==> src/rtl/bin2bcd_seq.sv <==
`default_nettype none
// +--------------------------------------------------------------------------+
// | bin2bcd_seq: sequential binary to packed-BCD converter (double dabble).    |
// | Rev 1.0                                                                    |
// +--------------------------------------------------------------------------+
module bin2bcd_seq #(
  parameter int IN_W   = 27,
  parameter int DIGITS = 8
) (
  input  logic                clk,
  input  logic                rst,
  input  logic                start,
  input  logic [IN_W-1:0]     bin,
  output logic                busy,
  output logic                done,
  output logic [4*DIGITS-1:0] bcd,
  output logic                ovf
);

  localparam int SW    = 4 * DIGITS;
  localparam int CNT_W = $clog2(IN_W + 1);

  function automatic logic [63:0] f_pow10(input int n);
    logic [63:0] p;
    p = 64'd1;
    for (int i = 0; i < n; i++) p = p * 64'd10;
    return p;
  endfunction

  localparam logic [63:0] c_pow10_digits = f_pow10(DIGITS);

  typedef enum logic [0:0] {
    S_IDLE  = 1'b0,
    S_SHIFT = 1'b1
  } state_t;

  state_t           r_state;
  logic [IN_W-1:0]  r_shreg;
  logic [SW-1:0]    r_scratch;
  logic [CNT_W-1:0] r_cnt;
  logic             r_ovf_pend;

  logic [SW-1:0]    w_adj;
  logic [SW-1:0]    w_scr_nx;
  logic             w_ovf_cmp;

  generate
    for (genvar g = 0; g < DIGITS; g++) begin : g_digit
      assign w_adj[4*g +: 4] = (r_scratch[4*g +: 4] >= 4'd5) ? r_scratch[4*g +: 4] + 4'd3
                                                             : r_scratch[4*g +: 4];
    end
  endgenerate

  // The bit shifted out of the top digit is discarded, giving bin mod 10^DIGITS
  assign w_scr_nx  = SW'({w_adj, r_shreg[IN_W-1]});
  assign w_ovf_cmp = (64'(bin) >= c_pow10_digits);

  always_ff @(posedge clk or posedge rst) begin
    if (rst) begin
      r_state    <= S_IDLE;
      r_shreg    <= '0;
      r_scratch  <= '0;
      r_cnt      <= '0;
      r_ovf_pend <= 1'b0;
      busy       <= 1'b0;
      done       <= 1'b0;
      bcd        <= '0;
      ovf        <= 1'b0;
    end else begin
      done <= 1'b0;
      case (r_state)
        S_IDLE: begin
          if (start) begin
            r_shreg    <= bin;
            r_scratch  <= '0;
            r_cnt      <= '0;
            r_ovf_pend <= w_ovf_cmp;
            busy       <= 1'b1;
            r_state    <= S_SHIFT;
          end
        end
        S_SHIFT: begin
          r_scratch <= w_scr_nx;
          r_shreg   <= {r_shreg[IN_W-2:0], 1'b0};
          r_cnt     <= r_cnt + CNT_W'(1);
          if (r_cnt == CNT_W'(IN_W - 1)) begin
            bcd     <= w_scr_nx;
            ovf     <= r_ovf_pend;
            done    <= 1'b1;
            busy    <= 1'b0;
            r_state <= S_IDLE;
          end
        end
        default: r_state <= S_IDLE;
      endcase
    end
  end

endmodule
`default_nettype wire
==> config.mk <==
export PLATFORM = sky130hd
export DESIGN_NAME = bin2bcd_seq
export DESIGN_NICKNAME = d
export VERILOG_FILES = /design/src/rtl/bin2bcd_seq.sv
export SDC_FILE = /design/constraint.sdc
export NUM_CORES = 1
export LEC_CHECK = 0
export ABC_AREA = 1
export ABC_CLOCK_PERIOD_IN_PS = 3200
export BUFFER_PORTS_ARGS = -buffer_cell sky130_fd_sc_hd__buf_2
export CAP_MARGIN = 5
export CORE_ASPECT_RATIO = 1.5
export CORE_MARGIN = 4
export CORE_UTILIZATION = 52
export DETAILED_ROUTE_END_ITERATION = 10
export HOLD_SLACK_MARGIN = 0.02
export PLACE_DENSITY = 0.76
export SYNTH_ARGS = -nofsm -noshare
export SYNTH_HDL_FRONTEND = slang
export SYNTH_SLANG_ARGS = --single-unit
==> constraint.sdc <==
create_clock -name clk -period 3.2 [get_ports clk]
set_input_delay 0.48 -clock clk [delete_from_list [all_inputs] [get_ports clk]]
set_output_delay 0.48 -clock clk [all_outputs]
set_load 0.01 [all_outputs]
; Yosys cells after proc, flatten, opt, wreduce, memory -nomap -nowiden
; Cells that the tools add are included.
[word_totals]
inputBits = 30
regBits = 101
elab_cells = 56
[classes]
addsub = 9
n_eq_ne = 3
n_reduce_logical = 3
bitwise_logic = 1
muxes = 22
magnitude_cmp = 9
[ops]
columns = cell, count
row1 = 32-bit case mux with 2 select lines, 1
row2 = 27-bit case mux with 2 select lines, 1
row3 = "4-bit by 3-bit >= comparator with 1-bit output, second input constant", 8
row4 = 32-bit two-way mux, 1
row5 = "4-bit by 2-bit adder with 4-bit output, second input constant", 7
row6 = 4-bit two-way mux, 7
row7 = "27-bit >= comparator, second input constant", 1
row8 = 27-bit two-way mux, 1
row9 = 5-bit case mux with 2 select lines, 1
row10 = 1-bit two-way mux, 6
row11 = 2-bit AND reduction, 3
row12 = "5-bit by 1-bit adder with 5-bit output, second input constant", 1
row13 = "5-bit == test, second input constant", 1
row14 = 5-bit two-way mux, 1
row15 = 1-bit case mux with 2 select lines, 2
row16 = "3-bit by 2-bit adder with 3-bit output, second input constant", 1
row17 = 3-bit two-way mux, 1
row18 = "2-bit by 1-bit inequality test with 1-bit output, second input constant", 1
row19 = "2-bit inequality test, second input constant", 1
row20 = 1-bit inverter, 1

; Logic depth before layout (Yosys ltp)
; Gate-level depths: netlist (run 1).
[logic_depth]
depth_word = 3
mapped_depth = 9
ltp_nobuf = 9

; Worst setup path before layout (run 1)
; No wires, ideal clock.
[synth_timing]
kind = register to register
from = register r_cnt[0]
to = register bcd[22]
setup_slack_ns = 1.885
synth_period_minus_slack_ns = 1.315
setup_time_ns = 0.124
n_path_buf = 1
stages_incl_launch_ff = 9
t_arrival_ns = 1.190
cell_sequence = dfrtp_1 inv_1 ha_1 nand3_4 nor2_8 inv_4 buf_2 nand2_1 o21ai_1
[synth_via]
elab_chain_cells = 2
[synth_lines]
columns = item, line_no
row1 = start: declaration, 40  ; logic [CNT_W-1:0] r_cnt;
row2 = start signal: assignment, 85  ; r_cnt <= r_cnt + CNT_W'(1);
row3 = 5-bit == test, 86  ; if (r_cnt == CNT_W'(IN_W - 1)) begin
row4 = 2-bit AND reduction (no source line), -
row5 = end signal: assignment, 87  ; bcd <= w_scr_nx;
row6 = end: declaration, 16  ; output logic [4*DIGITS-1:0] bcd,
; Every way passes these cells.
; A chain may end at the register's enable or synchronous reset.

; Worst setup path after layout (run 1)
[layout_timing]
from = register r_state
to = register r_shreg[18]
[layout_via]
elab_chain_cells = 2
[layout_lines]
columns = item, line_no
row1 = start: declaration, 37  ; state_t r_state;
row2 = start signal: assignment, 60  ; r_state <= S_IDLE;
row3 = start signal: assignment, 79  ; r_state <= S_SHIFT;
row4 = start signal: assignment, 91  ; r_state <= S_IDLE;
row5 = 1-bit inverter (no source line), -
row6 = 27-bit case mux with 2 select lines / 2-bit inequality test (equally long branches), -
row7 = end signal: assignment, 74  ; r_shreg <= bin;
row8 = end signal: assignment, 84  ; r_shreg <= {r_shreg[IN_W-2:0], 1'b0};
row9 = end: declaration, 38  ; logic [IN_W-1:0] r_shreg;
; Parallel ways exist; a longest one is shown, timed or not.

==> results of run 1 <==
kinds of logic after synthesis:
family,Yosys count
DFF,101
buffers and inverters,80
xor gates and xnor gates,15
AOI/OAI and AO/OA,97
and+or+nand+nor,230
adders and majority gates,18
state kept, by name (all words and copies together) (netlist names):
name / count
r_state: 1
bcd: 32
ovf: 1
done: 1
r_ovf_pend: 1
r_shreg: 27
r_cnt: 5
busy: 1
r_scratch: 32
metrics by stage:
stage | hold WS [ns] | setup WS [ns] | instances | total power (uW) | util, %
after floorplan | 0.449 | 0.0729 | 541 | 3680 | -
after global placement | 0.456 | 1.28 | 697 | 4170 | 57.6
after detailed placement | 0.466 | 1.22 | 697 | 4280 | 57.6
after CTS | 0.330 | 1.22 | 713 | 5440 | 61.2
after global routing | 0.350 | 1.02 | 713 | 5850 | 61.2
final | 0.342 | 1.26 | 713 | 5400 | 61.2
metal layers:
layer	track usage, %	wire length [um]
met5	0	0
met4	8.67	170
met3	3.71	450
met2	31.2	4820
met1	22.8	4120
worst max path at each step:
stage,to,slack (ns)
final,r_shreg[18],1.26
after global routing,r_shreg[18],1.02
after CTS,r_shreg[18],1.22
after detailed placement,r_shreg[14],1.22
after global placement,r_shreg[0],1.28
after floorplan,bcd[0],0.07
cells in the final DEF (no fill, tap or decap), types with 3 or more instances in the layout:
cell	instances
sky130_fd_sc_hd__buf_2	64
sky130_fd_sc_hd__buf_4	4
sky130_fd_sc_hd__clkbuf_16	9
sky130_fd_sc_hd__clkbuf_8	3
sky130_fd_sc_hd__dfrtp_1	101
sky130_fd_sc_hd__ha_1	18
sky130_fd_sc_hd__inv_1	54
sky130_fd_sc_hd__nand2_1	180
sky130_fd_sc_hd__nand3_1	32
sky130_fd_sc_hd__nand4_1	3
sky130_fd_sc_hd__nor2_1	11
sky130_fd_sc_hd__o211ai_1	4
sky130_fd_sc_hd__o21ai_0	32
sky130_fd_sc_hd__o21ai_1	27
sky130_fd_sc_hd__o22ai_1	28
sky130_fd_sc_hd__xor2_1	15
worst min-delay path: stages:
cell and delay (ns):
sky130_fd_sc_hd__buf_2 0.07, sky130_fd_sc_hd__nand2_1 0.04, sky130_fd_sc_hd__nand3_1 0.05
power groups by stage:
stage               sequential, uW  clock [uW]  combinational [uW]
detailed placement            2180           0                2100
finish                        2170        1130                2100
CTS                           2170        1150                2120
global route                  2240        1200                2410
floorplan                     2200           0                1470
global placement              2160           0                2010
cell type report:
type | instances | area [um2] | area share (%)
clock buffer | 13 | 270 | 5.00
clock inverter | 3 | 42.5 | 0.788
inverter | 58 | 223 | 4.12
multi-input combinational | 360 | 1850 | 34.3
sequential | 101 | 2530 | 46.8
tap | 110 | 138 | 2.55
timing repair buffer | 68 | 350 | 6.49
==> out/results.txt, run 1 <==
The most used flip-flop cell after synthesis is sky130_fd_sc_hd__dfrtp_1. In this run the worst path has a maximum fanout of 32. Wires add up to 9.56 mm.

The iteration count of the initial detailed-routing pass was 5; the power per standard cell area was 1000 mW/mm2. Across the run, the number of max-cap violations was 0. After synthesis, the largest area contributor takes up 53.4% of total cell area. The class of the most critical hold timing path is input pin to register. The floorplan has 42 rows. Counting every instance in the synthesized netlist gives 541. Routability-driven placement finished with a final weighted congestion of 0.836. In this run the most critical hold path is launched from bin[2]. By area, the combinational part of the netlist is dominated by simple AND/OR/NAND/NOR gates. The clock arrives with 0.00457 ns of skew.

Measured along the x axis, the die boundary spans 85.9 um. The number of warning messages in the yosys log came out at 0. The later pin in the worst-skew pair is clocked with a latency of 0.34 ns.

In this run, the number of DRC markers left after iteration 0 of detailed routing was 231. At the worst endpoint, the required time is 3.48 ns. The largest voltage drop on the vdd net is 0.000547 V, and the mean cell area of the mapped netlist is 8.74 um2.

The tools report the reg-to-reg critical path startpoint as r_state. Derived from the worst setup path, the maximum achievable clock frequency is 516 MHz. The part of the power in the clock network is 20.9%, and the maximum clock path buffer count is 2.

The reg-to-reg critical path endpoint is r_shreg[18]. In this run the tool buffered the top-level ports with 64 buffer cells. End point of the most critical hold path: r_shreg[2]. For the worst flop-to-flop path, the logic depth is 5. For this block, the via count after detailed routing is 3762.

The number of max-slew violations in the final report was 0. Slew of the pin with the lowest slew margin: 1.03 ns. In the final routed layout, each cell accounts on average for 13.4 um. After layout, the minimum clock period comes to 1.94 ns. Once placement finished, the instance area stood at 0.00509 mm2.

The post-synthesis sequential area ratio was 53.4%. In this run the standard cell core region covers 0.00883 mm2. The quantity of gates resized following cts came out at 0. The share of post-route cells with drive strength above 1 works out to 15.1%. The logs give 0 for the total DRC errors in the routed layout and 27 for the number of distinct library cells after synthesis. TritonCTS built the clock tree. For the number of endpoints with negative hold slack in the final report, the log shows 0.

The tools report the area of all placed cells without fillers as 0.00540 mm2. Net switching is 38.9% of the power. The source of the critical timing path is r_state.

The run gives 0 ns as the total negative slack for setup checks. Across all register-to-register paths, the minimum setup slack is 1.26 ns. The cell family contributing the most delay on the critical path is buffers and inverters.

By area the synthesized netlist is led by sky130_fd_sc_hd__dfrtp_1 53%, sky130_fd_sc_hd__nand2_1 14%, sky130_fd_sc_hd__ha_1 4.8%. At the worst endpoint, the arrival time is 2.22 ns. Sequential cells account for 40.2% of the total power.

For this design the total switching power over the nets is 2100 uW. The first global-routing pass estimated 16.2 mm of wire. The number of buffers inserted by hold repair at cts was 0.

The setup path with the least slack is of type register to register. Pin placement for this block handled 65 I/O pins. The area growth from synthesis to layout is 14.2%. The filler cell count in the final layout is 764. Combinational logic burns 38.9% of the power. For the number of antenna cells inserted, the log shows 0. For the level count of the clock H-tree, the log shows 3. Cell internal power was estimated by the tool at 3300 uW. Element type at the critical path end: a register. In the synthesized netlist the async set-or-reset flop fraction comes to 100%. The root buffer cell chosen for the clock tree is sky130_fd_sc_hd__clkbuf_16. The run gives 0 as the number of failing setup endpoints in the final timing report. Top cell type by total area after synthesis: sky130_fd_sc_hd__dfrtp_1. For this design, the sink count on the clock tree is 101.

The total grt overflow is 0. Of the total synthesized cell area, the portion taken by XOR and XNOR cells is 2.78%. The tools report the critical path launch point type as a register.

Sorting the synthesized cells by how often they occur yields 180 x sky130_fd_sc_hd__nand2_1, 101 x sky130_fd_sc_hd__dfrtp_1, 55 x sky130_fd_sc_hd__inv_1, 32 x sky130_fd_sc_hd__nand3_1, 32 x sky130_fd_sc_hd__o21ai_0. The wire-length estimate of the detail-placed layout is 6.42 mm. The worst path uses 60.6% of the clock period. After clock tree synthesis, the setup repair step added 0 buffers. In this run, CTS created clock tree buffers numbering 9. The number of buffers and inverters on the critical path is 2. The overall die area is 0.0107 mm2. The logs give 0 for the post-route antenna net violation count and 18.7% for the total track usage. The synthesized netlist net count is 589, and the delay contributed by the slowest stage of the critical path is 0.45 ns. Traced cell by cell, the critical path runs through inv_2 -> nand2_1 -> inv_2 -> nand2_1 -> nand3_1. The run finished with clean final reports. The number of global-route vias before repair was 3726. Initial core utilization: 53.6%.

The logs give 646 for the post-layout net count and 31.5% for the normalized max-slew margin. Setup repair after global routing left no endpoint under its margin. The analysis attributes to cell leakage a power of 0.00284 uW.

Entering global routing, the biggest net connects 86 pins. Summing the areas of all compound-gate instances in the mapped netlist gives 11.6% of the synthesized area. Among all stages on the critical path, the largest delay is contributed by sky130_fd_sc_hd__inv_2.

In this run the number of cells on the critical path is 5. Initial antenna violation count: 0. Synthesis inferred 101 register bits. The hold-critical path depth was 3. The die is 125 um tall.

The clock slew at the register clock pins of the worst setup and hold paths came out at 0.06 ns. The fraction of synthesized area in multiplexers works out to 0%. The synthesized netlist devotes 20.0% of its cell area to simple gates. In the routed layout, each cell is associated on average with a via count of 5.28. The synthesized netlist devotes 4.76% of its cell area to adder and majority cells.

The most common cell in the synthesized netlist is sky130_fd_sc_hd__nand2_1. Counting flops with a built-in enable in the synthesized netlist gives 0. In this run the cell area of the synthesized design comes to 0.00473 mm2.
Power figures use the tool's default switching activity.
==> inputs of run 2 (changes only) <==
--- a/config.mk
+++ b/config.mk
@@ -6,15 +6,15 @@
 export NUM_CORES = 1
 export LEC_CHECK = 0
 export ABC_AREA = 1
-export ABC_CLOCK_PERIOD_IN_PS = 3200
+export ABC_CLOCK_PERIOD_IN_PS = 1970
 export BUFFER_PORTS_ARGS = -buffer_cell sky130_fd_sc_hd__buf_2
 export CAP_MARGIN = 5
 export CORE_ASPECT_RATIO = 1.5
 export CORE_MARGIN = 4
-export CORE_UTILIZATION = 52
+export CORE_UTILIZATION = 57
 export DETAILED_ROUTE_END_ITERATION = 10
 export HOLD_SLACK_MARGIN = 0.02
-export PLACE_DENSITY = 0.76
+export PLACE_DENSITY = 0.79
 export SYNTH_ARGS = -nofsm -noshare
 export SYNTH_HDL_FRONTEND = slang
 export SYNTH_SLANG_ARGS = --single-unit
==> constraint.sdc (replaced) <==
create_clock -name clk -period 1.97 [get_ports clk]
set_input_delay 0.2955 -clock clk [delete_from_list [all_inputs] [get_ports clk]]
set_output_delay 0.2955 -clock clk [all_outputs]
set_load 0.01 [all_outputs]
==> out/results.txt, run 2 (synthesis results as in run 1) <==
The run finished with clean final reports. The largest voltage drop on the vdd net was 0.000656 V; the required time of the worst setup path was 2.17 ns. Setup total negative slack on the finished layout was measured at 0 ns. Between clock sinks in the finished design, the worst skew comes to 0.00524 ns. TritonCTS created 9 clock buffers. Total of buffers placed on input and output ports: 64. Routability-driven placement finished with a final weighted congestion of 0.846. The first-pass GRT wire length was 16.3 mm; the average via count per standard cell was 5.35.

On the critical path, the stage with the largest delay is an instance of sky130_fd_sc_hd__dfrtp_1. The startpoint identified for the worst register-to-register timing path is r_scratch[16]. The number of max-slew violations in the final report was 0. The total DRC errors in the routed layout was 0; the clock slew at the register clock pins of the worst setup and hold paths was 0.06 ns.

The total grt overflow was 0. The category of cells accounting for the largest share of critical-path delay is compound AO/OA/AOI/OAI gates. The highest attainable clock frequency came out at 619 MHz.

For the worst setup path, the data arrival time is 1.82 ns. TritonCTS built the clock tree. For this design the ratio of total power to cell area is 1590 mW/mm2. Setup slack on the worst reg-to-reg path comes out at 0.35 ns. The detailed placement HPWL came out at 6.81 mm. The core region is 0.00806 mm2. The tools report the proportion of power drawn by combinational gates as 40.1%. The sequential power share is 40.8%, and the boundary pin count is 65. Cells with a size suffix above 1 make up 15.5% of the layout. Excluding fillers, the count of instances in the completed layout stands at 712.

The total placed instance area was 0.00515 mm2. After routing the design area is 0.00543 mm2. For the pin with the worst max-slew slack, the measured transition is 0.527 ns. After clock tree synthesis, the repair step resized 0 gates. The path class of the tightest hold or removal check is input pin to asynchronous set/reset pin. The number of failing setup endpoints in the final timing report was 0. For this configuration, the core starts out at a cell density of 58.7%.

The average wire length per cell after detail routing was 13.4 um; the total via count in the routed design was 3807. Leaving out fill and tap cells, the most frequent cells in the layout are 180 x sky130_fd_sc_hd__nand2_1, 101 x sky130_fd_sc_hd__dfrtp_1, 64 x sky130_fd_sc_hd__buf_2. The tools report the number of endpoints with negative hold slack in the final report as 0. The most prevalent standard cell on the critical path was sky130_fd_sc_hd__inv_1. The most common cell after layout, fill and taps aside was sky130_fd_sc_hd__nand2_1.

The filler cell count in the final layout is 658, and the normalized max-slew margin is 64.8%. The number of cells in the design after placement is 697, and the total net switching power is 3390 uW. The type of the setup path with the least slack was register to register. For the largest net degree at the start of global routing, the log shows 102. Clock tree synthesis selected as its root buffer the cell sky130_fd_sc_hd__clkbuf_16.

The iteration count of the initial detailed-routing pass came out at 4. The analysis attributes to cell leakage a power of 0.00286 uW. The worst register-to-register path ends at r_scratch[18]. In the finished design, the share of the clock period the worst path needs comes to 82.0%. The highest net fanout along the worst path is 4. Post-CTS timing repair inserted 0 buffers for setup.

For this run, the post-layout net count is 651. The logs give 21.0% for the total track usage and 2 for the maximum clock path buffer count. The tools report the latest clock arrival within the worst-skew pair as 0.34 ns. Across the run, the number of max-cap violations was 0. The tools report the number of cell rows as 40. Number of buffer and inverter stages on the critical path: 2.

The die covers 0.00985 mm2. The critical path goes through inv_1 -> ha_1 -> inv_1 -> nand2_1 -> nand3_1 -> o21ai_0 -> o22ai_1. The logs give 101 for the CTS sink count and 3 for the level count of the clock H-tree. Internal power comes to 5250 uW. The delay contributed by the slowest stage of the critical path works out to 0.40 ns. The depth of the worst register-to-register path works out to 7. In the final layout, the registers with the most flip-flops are bcd x32, r_scratch x32, r_shreg x27. The element type at the critical path end is a register.

Net switching is 39.2% of the power. The die is 120 um tall. In this run the remaining antenna-violating nets after routing total 0. The number of buffers inserted by hold repair at cts was 0. The initial antenna violation count is 0. The worst setup path is launched from a register. The run gives 312 as the number of DRC markers in iteration 0. The layout overhead on the synthesized area was 14.7%; the number of antenna cells inserted was 0. The routed design has 9.58 mm of wire.

Part of the power in the clock network: 19.2%. The number of global-route vias before repair was 3813; the chip width was 82.4 um. The time the worst path needs with I/O delays and setup is 1.62 ns.

Setup repair after global routing left no endpoint under its margin.
==> run 2: area by class of cell <==
cell class / instances / area, um2 / area share, %
clock buffer: 14 / 274 / 5.05
sequential: 101 / 2530 / 46.6
timing repair buffer: 73 / 413 / 7.61
clock inverter: 1 / 5.00 / 0.0923
tap: 105 / 131 / 2.42
multi-input combinational: 360 / 1850 / 34.1
inverter: 58 / 224 / 4.13
==> run 2: metrics by stage <==
stage                     hold WS [ns]  setup slack [ns]  power (uW)  util (%)
after floorplan                  0.415             0.471        5970         -
after global placement           0.457             0.493        6790      63.9
after detailed placement         0.458             0.407        7020      63.9
after CTS                        0.123             0.395        8720      67.3
after global routing             0.158             0.259        9400      67.3
final                           0.0991             0.355        8630      67.3
==> run 2: worst max path at each step <==
stage	from	to	slack [ns]	cells past startpoint
final	r_scratch[16]	r_scratch[18]	0.35	7
after global routing	r_scratch[16]	r_scratch[18]	0.26	7
after CTS	r_scratch[16]	r_scratch[18]	0.40	7
after detailed placement	r_scratch[16]	r_scratch[18]	0.41	7
after global placement	r_cnt[0]	bcd[2]	0.49	8
after floorplan	rst	bcd[0]	0.47	1
==> run 2: power by group through the flow <==
stage	clock network, uW	logic [uW]	registers [uW]
after global placement	0	3290	3500
after floorplan	0	2390	3580
after global routing	1780	3980	3630
after detailed placement	0	3470	3550
final	1650	3460	3520
after CTS	1710	3490	3520
==> run 2: per-layer routing <==
metal | vias up | share of wire (%) | global-route usage, %
li1 | 1871 | - | -
met1 | 1834 | 41 | 24.0
met2 | 83 | 52 | 36.6
met3 | 19 | 4.3 | 4.20
met4 | 0 | 2.8 | 9.56
met5 | - | 0 | 0
==> run 2: worst min-delay path: stages <==
cell	delay, ns
sky130_fd_sc_hd__buf_2	0.11
sky130_fd_sc_hd__clkinvlp_4	0.07
sky130_fd_sc_hd__buf_12	0.40
